===== src/rtl/button_input.sv =====
// Debounced push-button conditioner: 2-flop synchroniser, debounce FSM, and
// registered level / press / release / long-press / press-count outputs.
module button_input #(
  parameter int DEBOUNCE_CYCLES = 480000,
  parameter int LONG_CYCLES     = 48000000,
  parameter int ACTIVE_LOW      = 1
) (
  input  logic       i_clk,
  input  logic       i_rst_n,
  input  logic       i_btn,
  output logic       o_level,
  output logic       o_press,
  output logic       o_release,
  output logic       o_long,
  output logic [7:0] o_press_count
);

  localparam int DW = $clog2(DEBOUNCE_CYCLES + 1);
  localparam int HW = $clog2(LONG_CYCLES + 1);
  // The entry cycle leaves the counter at 0, so acceptance happens at N-2.
  localparam logic [DW-1:0] DB_LAST  = DW'(DEBOUNCE_CYCLES - 2);
  localparam logic [HW-1:0] HOLD_MAX = HW'(LONG_CYCLES);
  localparam logic [HW-1:0] HOLD_PRE = HW'(LONG_CYCLES - 1);
  localparam logic          POL      = (ACTIVE_LOW != 0);

  generate
    if (LONG_CYCLES <= DEBOUNCE_CYCLES || DEBOUNCE_CYCLES < 2) begin : g_param_check
      $error("button_input: need DEBOUNCE_CYCLES >= 2 and LONG_CYCLES > DEBOUNCE_CYCLES");
    end
  endgenerate

  typedef enum logic [1:0] {
    S_UP      = 2'd0,
    S_DN_WAIT = 2'd1,
    S_DN      = 2'd2,
    S_UP_WAIT = 2'd3
  } state_t;

  state_t          state, state_next;
  logic [1:0]      sync;
  logic            s;
  logic [DW-1:0]   db_cnt, db_cnt_next;
  logic [HW-1:0]   hold_cnt, hold_cnt_next;
  logic            level_next, press_next, release_next, long_next;
  logic [7:0]      count_next;

  assign s = sync[1];

  always_ff @(posedge i_clk or negedge i_rst_n) begin
    if (!i_rst_n) begin
      sync <= 2'b00;
    end else begin
      sync <= {sync[0], i_btn ^ POL};
    end
  end

  always_ff @(posedge i_clk or negedge i_rst_n) begin
    if (!i_rst_n) begin
      state         <= S_UP;
      db_cnt        <= '0;
      hold_cnt      <= '0;
      o_level       <= 1'b0;
      o_press       <= 1'b0;
      o_release     <= 1'b0;
      o_long        <= 1'b0;
      o_press_count <= 8'd0;
    end else begin
      state         <= state_next;
      db_cnt        <= db_cnt_next;
      hold_cnt      <= hold_cnt_next;
      o_level       <= level_next;
      o_press       <= press_next;
      o_release     <= release_next;
      o_long        <= long_next;
      o_press_count <= count_next;
    end
  end

  always_comb begin
    state_next    = state;
    db_cnt_next   = db_cnt;
    hold_cnt_next = hold_cnt;
    level_next    = o_level;
    press_next    = 1'b0;
    release_next  = 1'b0;
    long_next     = 1'b0;
    count_next    = o_press_count;

    // Hold time keeps accumulating through release bounces; saturates at the long mark.
    if (state == S_DN || state == S_UP_WAIT) begin
      if (hold_cnt != HOLD_MAX) begin
        hold_cnt_next = hold_cnt + HW'(1);
        long_next     = (hold_cnt == HOLD_PRE);
      end else begin
        hold_cnt_next = hold_cnt;
      end
    end else begin
      hold_cnt_next = hold_cnt;
    end

    case (state)
      S_UP: begin
        level_next  = 1'b0;
        db_cnt_next = '0;
        if (s) begin
          state_next = S_DN_WAIT;
        end else begin
          state_next = S_UP;
        end
      end
      S_DN_WAIT: begin
        level_next = 1'b0;
        if (!s) begin
          state_next  = S_UP;
          db_cnt_next = '0;
        end else if (db_cnt == DB_LAST) begin
          state_next    = S_DN;
          db_cnt_next   = '0;
          level_next    = 1'b1;
          press_next    = 1'b1;
          count_next    = o_press_count + 8'd1;
          hold_cnt_next = '0;
        end else begin
          db_cnt_next = db_cnt + DW'(1);
        end
      end
      S_DN: begin
        level_next  = 1'b1;
        db_cnt_next = '0;
        if (!s) begin
          state_next = S_UP_WAIT;
        end else begin
          state_next = S_DN;
        end
      end
      S_UP_WAIT: begin
        level_next = 1'b1;
        if (s) begin
          state_next  = S_DN;
          db_cnt_next = '0;
        end else if (db_cnt == DB_LAST) begin
          state_next   = S_UP;
          db_cnt_next  = '0;
          level_next   = 1'b0;
          release_next = 1'b1;
        end else begin
          db_cnt_next = db_cnt + DW'(1);
        end
      end
      default: begin
        state_next    = S_UP;
        db_cnt_next   = '0;
        hold_cnt_next = '0;
        level_next    = 1'b0;
        long_next     = 1'b0;
      end
    endcase
  end

endmodule


===== config.mk =====
export PLATFORM = sky130hd
export DESIGN_NAME = button_input
export DESIGN_NICKNAME = d
export VERILOG_FILES = /design/src/rtl/button_input.sv
export SDC_FILE = /design/constraint.sdc
export NUM_CORES = 1
export LEC_CHECK = 0
export ABC_AREA = 1
export ABC_CLOCK_PERIOD_IN_PS = 1900
export CORE_MARGIN = 10
export CORE_UTILIZATION = 55
export CTS_BUF_LIST = sky130_fd_sc_hd__clkbuf_16
export CTS_CLUSTER_DIAMETER = 120
export DETAILED_ROUTE_END_ITERATION = 16
export GPL_TIMING_DRIVEN = 0
export PLACE_DENSITY = 0.82
export REMOVE_ABC_BUFFERS = 1
export SLEW_MARGIN = 40
export SYNTH_ARGS = -nofsm -noshare
export SYNTH_HDL_FRONTEND = slang
export SYNTH_SLANG_ARGS = --single-unit

===== constraint.sdc =====
create_clock -name i_clk -period 1.9 [get_ports i_clk]
set_input_delay 0.57 -clock i_clk [delete_from_list [all_inputs] [get_ports i_clk]]
set_output_delay 0.57 -clock i_clk [all_outputs]
set_load 0.02 [all_outputs]

==> results <==
- The run finished with clean final reports.
- The data arrival time of the critical path is 1.27 ns.
- After detailed routing, the number of remaining DRC violations is 0.
- The met3 capacity usage during global routing is 0.03374.
- The number of setup violations in the final report is 0.
- Yosys mapped the design onto 30 distinct sky130hd cell types.
- The initial DRC count is 289.
- In this run the worst path has a maximum fanout of 1.
- For this run, asynchronously set or reset flops after synthesis account for 1.000.
- The gate count after technology mapping is around 530.
- In the final routed layout, each cell accounts on average for 14.22 µm.
- For the worst-skew pair, the clock arrives at the later sink with an insertion delay of 0.33 ns.
- Max-cap violations in this run came to 0.
- The total grt overflow is 0.
- The critical path required time is 1.33 ns.
- For this design the static power due to leakage is roughly 2.1 nW.
- The die is 101.9 µm wide.
- CTS saw 61 sinks.
- The synthesized netlist occupies a cell area of 3690 µm².
- For the pin with the worst max-slew slack, the measured transition is ~0.63 ns.
- The number of fill cells is 518.
- The post-route standard cell area excluding fillers is ~4300 µm².
- The number of enable-type register cells in the synthesized netlist is 0.
- STA classifies the critical path startpoint as a register.
- The floorplan has 29 rows.
- The clock tree from TritonCTS is done.
- On the critical path the largest part of the delay comes from buffers and inverters.
- The total power draw is 3.277 mW.
- The area growth from synthesis to layout is 17.67%.
- Based on the critical path, the design can be clocked at up to 0.5436 GHz.
- The total via count after detailed routing is 3547.
- The number of antenna violations at the first check in global routing is 0.
- The final standard cell utilization of the core is 0.6760.
- The number of pins exceeding their max-slew limit in the final report is 0.
- Across the VDD grid, the largest voltage drop is 0.5587 mV.
- The initial utilization of the core area, before any placement, comes to 0.5745.
- The longest clock path from root to sink contains 2 buffers.
- The number of hold violations in the final report was 0.
- In this run the most used layer during global routing was met2.
- The maximum level of the CTS H-tree is 3.
- The first TritonRoute pass finished after 5 iterations.
- The per-cell via count in the routed design is ~5.6.
- The repair_antennas step left the layout with diodes totalling 0.
- Summed over all nets, the half-perimeter wirelength after detailed placement is ~6000 µm.
- The first global-routing pass estimated 15360 µm of wire.
- The path class of the lowest-slack min-delay path is primary input to async pin.
- STA classifies the critical path endpoint as an output port.
- The total wirelength of the detailed-routed design is 9030 µm.
- The number of buffers created by CTS is 9.
- In this run the remaining antenna-violating nets after routing total 0.
- After clock tree synthesis, the flow added hold-fix buffers numbering 0.
- Headroom to the max-slew limit came out at 0.5804.
- The average cell area after synthesis is about 7 µm².
- The largest net degree at the start of global routing is 39.
- The final critical-path required period is approximately 1.8 ns.
- The number of global-route vias before repair is 3351.
- The sequential-to-total area share from yosys stat is 0.4137.
- The die is 101.9 µm tall.
- After synthesis the netlist holds a flip-flop and latch count of 61.
- Of the available clock period, the critical path in the final layout requires 0.9681.
- The final layout net count is roughly 560.
- The number of top-level design ports is 15.
- The critical path class is register to output port.
- In the global route stage, met2 resource usage came out at 0.3002.
- The total global routing track utilization is 0.1816.
- The root buffer cell is sky130_fd_sc_hd__clkbuf_16.
- The delay contributed by the slowest stage of the critical path is 0.61 ns.
- The power per cell area is 754.8 nW/µm².
- In this run the standard cell core region covers 6422 µm².
- The count of warnings emitted by yosys is 0.
- After clock tree synthesis, the clock-pin slew on the worst setup and hold paths is 0.06 ns.
- For this run, the leading register cell type out of synthesis is sky130_fd_sc_hd__dfrtp_1.
- Routability-driven placement finished with a final weighted congestion of 0.9191.
- Walking the worst path, the cells encountered are clkdlybuf4s50_1.
- During placement, the flow inserted port buffers numbering 14.
- The buffer and inverter count on the worst path is 1.
- After detailed placement, the total cell area comes to 3911 µm².
- The share of layout cells above drive strength 1 is 0.1219.
- For this run, global-route usage on met1 was measured as 0.2263.
- The worst clock skew on the final layout is 0.007272 ns.
- The largest individual stage delay along the critical path comes from the cell sky130_fd_sc_hd__clkdlybuf4s50_1.
- The floorplan step defined a die boundary enclosing between 10000 and 15000 µm².
==> stage by stage <==
stage | setup WS (ns) | setup TNS (ns) | hold WS, ns | instances
after global routing | -0.01392 | -0.02676 | 0.1704 | 635
after CTS | 0.01922 | 0 | 0.1533 | 632
after detailed placement | -0.4006 | -4.739 | 0.3379 | 613
final | 0.06056 | 0 | 0.1430 | 635
after floorplan | 0.1844 | 0 | 0.2744 | 521
after global placement | -1.714 | -108.36 | 0.3342 | 612
==> flip-flops by register name, summed over array words and instances (netlist names), named ones only <==
signal,cells
sync,2
o_long,1
o_release,1
db_cnt,19
o_level,1
state,1
o_press_count,8
o_press,1
hold_cnt,26
==> power breakdown <==
group	internal, mW	switching [mW]
clock	1.29	0.617
sequential	1.30	0.00644
combinational	0.0140	0.0478
==> area by class of cell <==
class,count,area [µm²],area share
clock buffer,9,225.2,0.05187
clock inverter,7,123.9,0.02853
timing repair buffer,21,192.7,0.04438
inverter,69,264.0,0.06081
tap,77,96.34,0.02219
sequential,61,1531,0.3527
multi-input combinational,391,1908,0.4395
==> worst paths after layout <==
kind                           start            to  slack, ns  cells past startpoint
max reg2reg                db_cnt[0]   hold_cnt[9]       0.09                      9
min reg2reg                  sync[0]       sync[1]       0.35                      0
max in group asynchronous    i_rst_n     async pin       1.22                      2
max                          o_level       o_level       0.06                      1
min in group i_clk           sync[0]       sync[1]       0.35                      0
min                          i_rst_n  hold_cnt[20]       0.14                      1
==> cell families (layout without fill, tap and decap cells) <==
kind of cell               after synthesis  in the layout  synth area share
AOI/OAI and AO/OA                       31             31           0.04476
xor gates and xnor gates                16             16           0.03798
adders and majority gates                5              5           0.01695
buffers and inverters                   75            106           0.07901
DFF                                     61             61            0.4137
and+or+nand+nor                        339            339            0.4076
==> metal layers <==
| metal | vias to the layer above | share of wire | wire length, µm |
|---|---|---|---|
| li1 | 1729 | - | - |
| met1 | 1688 | 0.44 | 3945 |
| met2 | 108 | 0.49 | 4388 |
| met3 | 22 | 0.054 | 490 |
| met4 | 0 | 0.023 | 206 |
| met5 | - | 0 | 0 |
==> cell usage in the layout, fill, tap and decap left out, types with 2 or more instances in the layout <==
cell / instances
sky130_fd_sc_hd__xor2_1: 11
sky130_fd_sc_hd__xnor2_1: 5
sky130_fd_sc_hd__nor3b_1: 2
sky130_fd_sc_hd__clkinv_4: 3
sky130_fd_sc_hd__nand4_1: 15
sky130_fd_sc_hd__nor4_1: 2
sky130_fd_sc_hd__nand2_2: 5
sky130_fd_sc_hd__nor2_2: 9
sky130_fd_sc_hd__a21oi_1: 17
sky130_fd_sc_hd__dlygate4sd2_1: 8
sky130_fd_sc_hd__nor3_2: 4
sky130_fd_sc_hd__clkdlybuf4s50_1: 5
sky130_fd_sc_hd__buf_4: 7
sky130_fd_sc_hd__o21ai_1: 4
sky130_fd_sc_hd__nor2_1: 97
sky130_fd_sc_hd__inv_4: 2
sky130_fd_sc_hd__bufinv_16: 3
sky130_fd_sc_hd__nor2_4: 4
sky130_fd_sc_hd__o21ai_0: 3
sky130_fd_sc_hd__nand2_1: 136
sky130_fd_sc_hd__inv_1: 55
sky130_fd_sc_hd__inv_2: 11
sky130_fd_sc_hd__ha_1: 4
sky130_fd_sc_hd__a31oi_1: 4
sky130_fd_sc_hd__dfrtp_1: 59
sky130_fd_sc_hd__nor3_1: 14
sky130_fd_sc_hd__nand3_1: 45
sky130_fd_sc_hd__clkbuf_16: 9
==> what timing repair did <==
| action | CTS | global route |
|---|---|---|
| pin swaps | 1 | 4 |
| endpoints found under the setup margin | 45 | 32 |
| gates resized for setup | 12 | 11 |
| setup buffers | 3 | 3 |
==> Yosys cell counts, types with 2 or more instances <==
cell | number | area share
sky130_fd_sc_hd__nor2_4 | 3 | 0.0092
sky130_fd_sc_hd__a21oi_1 | 17 | 0.023
sky130_fd_sc_hd__nor4_1 | 2 | 0.0034
sky130_fd_sc_hd__dfrtp_1 | 61 | 0.41
sky130_fd_sc_hd__nor3_1 | 16 | 0.022
sky130_fd_sc_hd__nand4_1 | 15 | 0.025
sky130_fd_sc_hd__nand3_1 | 46 | 0.062
sky130_fd_sc_hd__xnor2_1 | 5 | 0.012
sky130_fd_sc_hd__nor3_2 | 2 | 0.0054
sky130_fd_sc_hd__nor2_1 | 99 | 0.10
sky130_fd_sc_hd__xor2_1 | 11 | 0.026
sky130_fd_sc_hd__nor2_2 | 8 | 0.014
sky130_fd_sc_hd__nand2_2 | 6 | 0.010
sky130_fd_sc_hd__o21ai_0 | 3 | 0.0041
sky130_fd_sc_hd__buf_2 | 5 | 0.0068
sky130_fd_sc_hd__nand2_1 | 136 | 0.14
sky130_fd_sc_hd__ha_1 | 5 | 0.017
sky130_fd_sc_hd__inv_2 | 12 | 0.012
sky130_fd_sc_hd__o21ai_1 | 5 | 0.0068
sky130_fd_sc_hd__inv_1 | 56 | 0.057
sky130_fd_sc_hd__nor3b_1 | 2 | 0.0041
sky130_fd_sc_hd__a31oi_1 | 4 | 0.0068
No activity file was read; power rests on OpenSTA's default activity.
